## config.mk

```make
export PLATFORM = sky130hd
export DESIGN_NAME = dkong_dl_router
export DESIGN_NICKNAME = d
export VERILOG_FILES = /design/src/rtl/dkong_dl_router.sv
export SDC_FILE = /design/constraint.sdc
export NUM_CORES = 1
export LEC_CHECK = 0
export BUFFER_PORTS_ARGS = -buffer_cell sky130_fd_sc_hd__buf_2
export CAP_MARGIN = 20
export CORE_ASPECT_RATIO = 0.5
export CORE_MARGIN = 8
export CORE_UTILIZATION = 50
export CTS_BUF_LIST = sky130_fd_sc_hd__clkbuf_4
export DETAILED_ROUTE_END_ITERATION = 8
export HOLD_SLACK_MARGIN = 0.05
export PLACE_DENSITY = 0.83
export REMOVE_ABC_BUFFERS = 1
export SETUP_SLACK_MARGIN = 0.15
export SLEW_MARGIN = 20
export SYNTH_ARGS = -nofsm -noshare
export SYNTH_HDL_FRONTEND = slang
export SYNTH_SLANG_ARGS = --single-unit
```

## constraint.sdc

```tcl
create_clock -name clk_sys -period 2.3 [get_ports clk_sys]
set_clock_uncertainty 0.2 [all_clocks]
set_input_delay 0.115 -clock clk_sys [delete_from_list [all_inputs] [get_ports clk_sys]]
set_output_delay 0.115 -clock clk_sys [all_outputs]
set_load 0.02 [all_outputs]
```

## src/rtl/dkong_dl_router.sv

```systemverilog
// Routes ioctl download bytes to the Donkey Kong ROM RAMs, variant and DIP registers, and sequences core reset.
// Optional ROM checksum output rom_sum is built only when DL_CHECKSUM_EN is defined.
module dkong_dl_router #(
  parameter int unsigned RST_HOLD = 16
) (
  input  logic        clk_sys,
  input  logic        I_RESETn,
  input  logic        ioctl_download,
  input  logic        ioctl_wr,
  input  logic [24:0] ioctl_addr,
  input  logic [7:0]  ioctl_dout,
  input  logic [7:0]  ioctl_index,
  output logic [15:0] rom_addr,
  output logic [7:0]  rom_data,
  output logic        cpu_rom_we,
  output logic        snd_rom_we,
  output logic        wav_rom_we,
  output logic [4:0]  mod_onehot,
  output logic [7:0]  dip_sw,
  output logic        core_reset_n,
  output logic        dl_busy
`ifdef DL_CHECKSUM_EN
  ,
  output logic [15:0] rom_sum
`endif
);

  // state | meaning
  // IDLE  | after reset, waiting to pick LOAD or HOLD
  // LOAD  | download active, writes accepted
  // HOLD  | download finished, core held in reset for RST_HOLD cycles
  // RUN   | core running
  localparam logic [1:0] ST_IDLE = 2'd0;
  localparam logic [1:0] ST_LOAD = 2'd1;
  localparam logic [1:0] ST_HOLD = 2'd2;
  localparam logic [1:0] ST_RUN  = 2'd3;

  localparam logic [7:0] HOLD_LOAD = 8'(RST_HOLD - 1);

  logic [1:0] state, state_nxt;
  logic [7:0] hold_cnt;
  logic [7:0] variant;
  logic       wr_load, rom_ok, dip_ok, var_ok;
  logic       cpu_hit, snd_hit, wav_hit;
  logic       enter_load;

  always_comb begin
    state_nxt = state;
    case (state)
      ST_IDLE: state_nxt = ioctl_download ? ST_LOAD : ST_HOLD;
      ST_LOAD: if (!ioctl_download) state_nxt = ST_HOLD;
      ST_HOLD: begin
        if (ioctl_download)      state_nxt = ST_LOAD;
        else if (hold_cnt == '0) state_nxt = ST_RUN;
      end
      ST_RUN:  if (ioctl_download) state_nxt = ST_LOAD;
      default: state_nxt = ST_IDLE;
    endcase
  end

  assign enter_load = (state != ST_LOAD) && (state_nxt == ST_LOAD);

  assign wr_load = (state == ST_LOAD) && ioctl_wr;
  assign rom_ok  = wr_load && (ioctl_index == 8'd0) && (ioctl_addr[24:16] == '0);
  assign var_ok  = wr_load && (ioctl_index == 8'd1);
  assign dip_ok  = wr_load && (ioctl_index == 8'd254) && (ioctl_addr[24:3] == '0);

  assign cpu_hit = ~ioctl_addr[15];
  assign snd_hit = (ioctl_addr[15:12] == 4'hE);
  assign wav_hit = (ioctl_addr[15:12] == 4'hF);

  always_ff @(posedge clk_sys or negedge I_RESETn) begin
    if (!I_RESETn) begin
      state        <= ST_IDLE;
      hold_cnt     <= '0;
      core_reset_n <= 1'b0;
    end else begin
      state        <= state_nxt;
      core_reset_n <= (state_nxt == ST_RUN);
      if (state != ST_HOLD && state_nxt == ST_HOLD)
        hold_cnt <= HOLD_LOAD;
      else if (state == ST_HOLD && hold_cnt != '0)
        hold_cnt <= hold_cnt - 8'd1;
    end
  end

  always_ff @(posedge clk_sys or negedge I_RESETn) begin
    if (!I_RESETn) begin
      rom_addr   <= '0;
      rom_data   <= '0;
      cpu_rom_we <= 1'b0;
      snd_rom_we <= 1'b0;
      wav_rom_we <= 1'b0;
    end else begin
      cpu_rom_we <= rom_ok && cpu_hit;
      snd_rom_we <= rom_ok && snd_hit;
      wav_rom_we <= rom_ok && wav_hit;
      if (rom_ok) begin
        rom_addr <= ioctl_addr[15:0];
        rom_data <= ioctl_dout;
      end
    end
  end

  // Only DIP byte 0 drives the core, so the other seven bytes are not kept.
  always_ff @(posedge clk_sys or negedge I_RESETn) begin
    if (!I_RESETn) begin
      variant <= '0;
      dip_sw  <= '0;
    end else begin
      if (var_ok) variant <= ioctl_dout;
      if (dip_ok && ioctl_addr[2:0] == 3'd0) dip_sw <= ioctl_dout;
    end
  end

  always_comb begin
    mod_onehot = 5'b00000;
    case (variant)
      8'd0: mod_onehot = 5'b00001;
      8'd1: mod_onehot = 5'b00010;
      8'd2: mod_onehot = 5'b00100;
      8'd3: mod_onehot = 5'b01000;
      8'd4: mod_onehot = 5'b10000;
      default: mod_onehot = 5'b00000;
    endcase
  end

  assign dl_busy = (state != ST_RUN);

`ifdef DL_CHECKSUM_EN
  always_ff @(posedge clk_sys or negedge I_RESETn) begin
    if (!I_RESETn)
      rom_sum <= '0;
    else if (enter_load)
      rom_sum <= '0;
    else if (rom_ok)
      rom_sum <= rom_sum + {8'h00, ioctl_dout};
  end
`else
  logic unused_enter_load;
  assign unused_enter_load = enter_load;
`endif

endmodule
```

== Word-level counts from Yosys, hierarchy flattened ==
Cells that the tools add are included.
Cells by class
  equality and inequality tests: 15
  muxes and demuxes: 9
  $add $sub $neg: 1
  bitwise logic cells: 1
  reductions and logical operators: 21
Operators with widths (number)
  $pmux 5 s5: 1
  $logic_not 8->1: 3
  $logic_not 22->1: 1
  $eq 8x1->1 const B: 2
  $eq 8x2->1 const B: 2
  $mux 8: 2
  $logic_and 1x1->1: 12
  $mux 2: 5
  $logic_not 9->1: 1
  $eq 2x2->1 const B: 4
  $eq 4x4->1 const B: 2
  $eq 8x3->1 const B: 1
  $eq 8x8->1 const B: 1
  $pmux 2 s4: 1
  $reduce_bool 8->1: 1
  $sub 8x1->8 const B: 1
  $ne 2x2->1 const B: 2
  $logic_not 3->1: 1
  $eq 2x1->1 const B: 1
  $logic_not 2->1: 1
  $reduce_bool 2->1: 1
  $not 1->1: 1
Word-level totals
  bits in registers: 54
  logic and storage cells: 57
  bits of input ports: 45
  output and inout bits: 42

== Logic depth before layout (Yosys ltp) ==
  depth after elaboration: 7
  mapped depth: 5
  gate-level depth less buffers: 5

== Worst setup path before layout ==
Ideal clock, no wire load.
  kind: register to register
  from: register state[1]
  to: register rom_addr[0]
  buffers on the path: 1
  data required time: 1975 ps
  data arrival time: 1553 ps
  path slack: 422 ps
  library setup time: 125 ps
  cell stages (with the launch flop): 6
  path through: dfrtp_1 -> and3b_1 -> nand4_2 -> nor2_4 -> buf_4 -> mux2_2
Between the ends
  word-level cells in the longest chain between the ends: 4
Ends and longest elaborated chain
  start, declared: line 40  | logic [1:0] state, state_nxt;
  start signal, assigned: line 78  | state <= state_nxt;
  $eq 2x1->1: line 63  | assign wr_load = (state == ST_LOAD) && ioctl_wr;
  $logic_and 1x1->1: line 63
  $logic_and 1x1->1 (2 in series): line 64  | assign rom_ok = wr_load && (ioctl_index == 8'd0) && (ioctl_addr[24:16] == '0);
  end signal, assigned: line 99  | rom_addr <= ioctl_addr[15:0];
  end, declared: line 13  | output logic [15:0] rom_addr,
Every way passes these cells.
A chain may end at the register's enable or synchronous reset.

== Worst setup path in the final report ==
  from: register state[1]
  to: register rom_addr[6]
The elaborated chain is that of the path after synthesis.

==> flow_summary.ini <==
[setup_path]
worstPathCellList = and3b_1 > nand4_2 > nor2_4 > buf_12 > mux2_2
crit_type = reg2reg
slowest_delay_ps = 460
cp.depth = 5
cp.arrival_ps = 2180
timing.critical_path.buf_inv = 1
r2r_end = rom_addr[6]
rrSetupSlack_ps = 180
path_max_fanout = 20
startpoint_type = flop
r2r_start = state[1]
reg2reg_depth = 5
crit_family = simple AND/OR/NAND/NOR gates
end_kind = flop
required_ps = 2370
slowest_stage = dfrtp_1

[global_routing]
grt_overflow_total = 0
grt_max_degree = 31
grt_pass1_vias = 2100
grt_pass1_wl_um = 10410
antenna_found_initial = 0
grtUsageTotal_pct = 18.14

[floorplan]
die_x_um = 112.1
row_count = 17
core_area_um2 = 4424
start_util_pct = 52.21
num_io_pins = 87
die_h_um = 64.06
dieArea_um2 = 7182

[job]
cap_violations = 0

[clock_tree]
htreeDepth = 2
tritoncts = built
cts.reportedPaths.clkPinSlew_ps = 150
numCtsBuffers = 5
cts_root_buf = clkbuf_4
clockBufferDepth = 2
clk-insertion-delay-late_ps = 370
clock_sinks = 54

[synth]
ys_warn_count = 0
dominantRegCellSynth = dfrtp_1
synth_edf_count = 0
synth_cell_types = 35
synth_area_leader_cell = dfrtp_1
avgSynthCellArea_um2 = 13.51
synth_area_um2 = 2310
ys_seq_area_share_pct = 58.50
netlist_top_cells_area = dfrtp_1 59%, mux2_2 19%, nor4_1 1.9%
synth_top_area_share_pct = 58.50
synthArstFlopShare_pct = 100.0
ys_seq_elements = 54
netlist_instances = 171

[sta]
setup_viol = 0
whs_ps = 65.58
slew-limit-headroom_pct = 66.51
rsz0062_at_grt = yes
timing.setup.tns_ps = 0
drv_slew = 0
fin_crit_sh_pct = 92.01
max_freq_mhz = 472.5
fin_crit_ps = 2116
worst_pin_slew_ps = 500.9
hold_viol_final = 0

[power_and_ir_drop]
ir_drop_mv = 0.2654
power_w = 0.001556
leakagePower_nw = 1.721
power.density_nw_per_um2 = 484.9

[place]
place_congestion = 0.8207
io_buffers = 86
hpwlAfterDp_um = 4543

[layout]
diodes = 0
fillCellCount = 290
syn2layout_area_growth_pct = 38.90
nNetsFinal = 339
multi_input_area_um2 = 964.7
drive_above_1_share_pct = 48.98
ff_latch_area_um2 = 1351

[drt]
remaining_drc_errors = 0
ant_nets = 0
drtIter0Drc = 97
wl_um = 6705
num_vias = 1945
firstDrtPassIters = 4
avgViaCountPerCell = 5.541
wl_per_cell_um = 19.10

[outcome]
outcome = finished, final reports clean

[worst_hold_path]
holdCritPathClass = in2async
## worst register-to-register path: cells and delay by family (launching register included)
family	cells	cell delay [ps]
buffers and inverters	1	210
muxes	1	380
and+or+nand+nor	3	770
DFF	1	460
## through the flow
step / cells / instance area [um^2] / setup WS, ps / utilization (%)
after floorplan: 169 / 2295 / 324.2 / -
final: 351 / 3208 / 183.7 / 72.51
after global routing: 351 / 3208 / 92.53 / 72.51
after global placement: 315 / 2831 / 257.2 / 64.00
after CTS: 350 / 3162 / 163.7 / 71.46
after detailed placement: 315 / 2831 / 212.0 / 64.00
## synthesized netlist by cell type (all sizes together), types with 3 or more instances
cell / n
nor3: 6
and4: 3
nand3: 3
nand4: 5
inv: 3
nand2: 7
nor4: 8
nor2: 12
dfrtp: 54
nand2b: 4
mux2: 40
## metal layers
| metal | vias up | share of wire [%] | GRT usage (%) |
|---|---|---|---|
| met5 | - | 0 | 0 |
| met4 | 0 | 3.1 | 7.155 |
| met3 | 17 | 5.4 | 5.243 |
| met2 | 60 | 55 | 35.00 |
| met1 | 987 | 37 | 18.40 |
| li1 | 881 | - | - |
## area by class of cell
cell class / count / share of cell area (%)
repair buffers: 117 / 23.56
well taps: 57 / 2.223
multi-input cells: 112 / 30.07
clock buffers: 5 / 1.170
flip-flops and latches: 54 / 42.12
inverters: 3 / 0.3510
clock inverters: 3 / 0.5070
## cell usage in the layout (no fill, tap or decap), drive strengths merged, types with 2 or more instances in the layout
cell type | Yosys | routed
nand3 | 3 | 3
clkinv | 0 | 2
mux2 | 40 | 40
dfrtp | 54 | 54
inv | 3 | 3
nand4 | 5 | 5
and4 | 3 | 3
clkbuf | 0 | 5
nor4 | 8 | 8
nor3 | 6 | 6
dlygate4sd3 | 0 | 27
buf | 2 | 90
mux2i | 2 | 2
nand2b | 4 | 4
nor2 | 12 | 12
nor2b | 2 | 2
a31oi | 2 | 2
nor4b | 2 | 2
nand2 | 7 | 7
o21ai | 2 | 2
a211oi | 2 | 2
## report_power, final
| part | internal [W] | switching (W) |
|---|---|---|
| Clock | 0.000114 | 0.000284 |
| Sequential | 0.000963 | 0.0000148 |
| Combinational | 0.0000891 | 0.0000901 |
| Total | 0.00117 | 0.000389 |
## kinds of logic (layout without fill, tap and decap cells)
kind of cell / count (synthesis) / count (layout) / synth area share (%)
xor gates and xnor gates: 1 / 1 / 0.3793
muxes: 42 / 42 / 20.37
buffers and inverters: 5 / 128 / 1.137
adders and majority gates: 1 / 1 / 0.5416
and+or+nand+nor: 57 / 57 / 15.44
AOI/OAI and AO/OA: 11 / 11 / 3.629
DFF: 54 / 54 / 58.51
## registers in the layout (all words and copies together) (netlist names), 2 cells and up
name,flops
dip_sw,8
hold_cnt,8
rom_addr,16
variant,8
rom_data,8
state,2
## how the worst max path moves through the flow
stage	start	to	slack, ps
2_1_floorplan	state[1]	rom_addr[0]	320
3_3_place_gp	state[1]	dip_sw[7]	260
3_5_place_dp	state[1]	dip_sw[0]	210
4_1_cts	variant[5]	mod_onehot[4]	160
5_1_grt	state[1]	rom_addr[6]	90
6_report	state[1]	rom_addr[6]	180
## what timing repair did
item / CTS / global route
hold endpoints to repair: 106 / 0
setup buffers: 0 / 1
hold buffers: 27 / 0
gates resized for setup: 1 / 3
pin swaps: 0 / 1
endpoints found under the setup margin: 3 / 11
(Power assumes the default switching activity.)
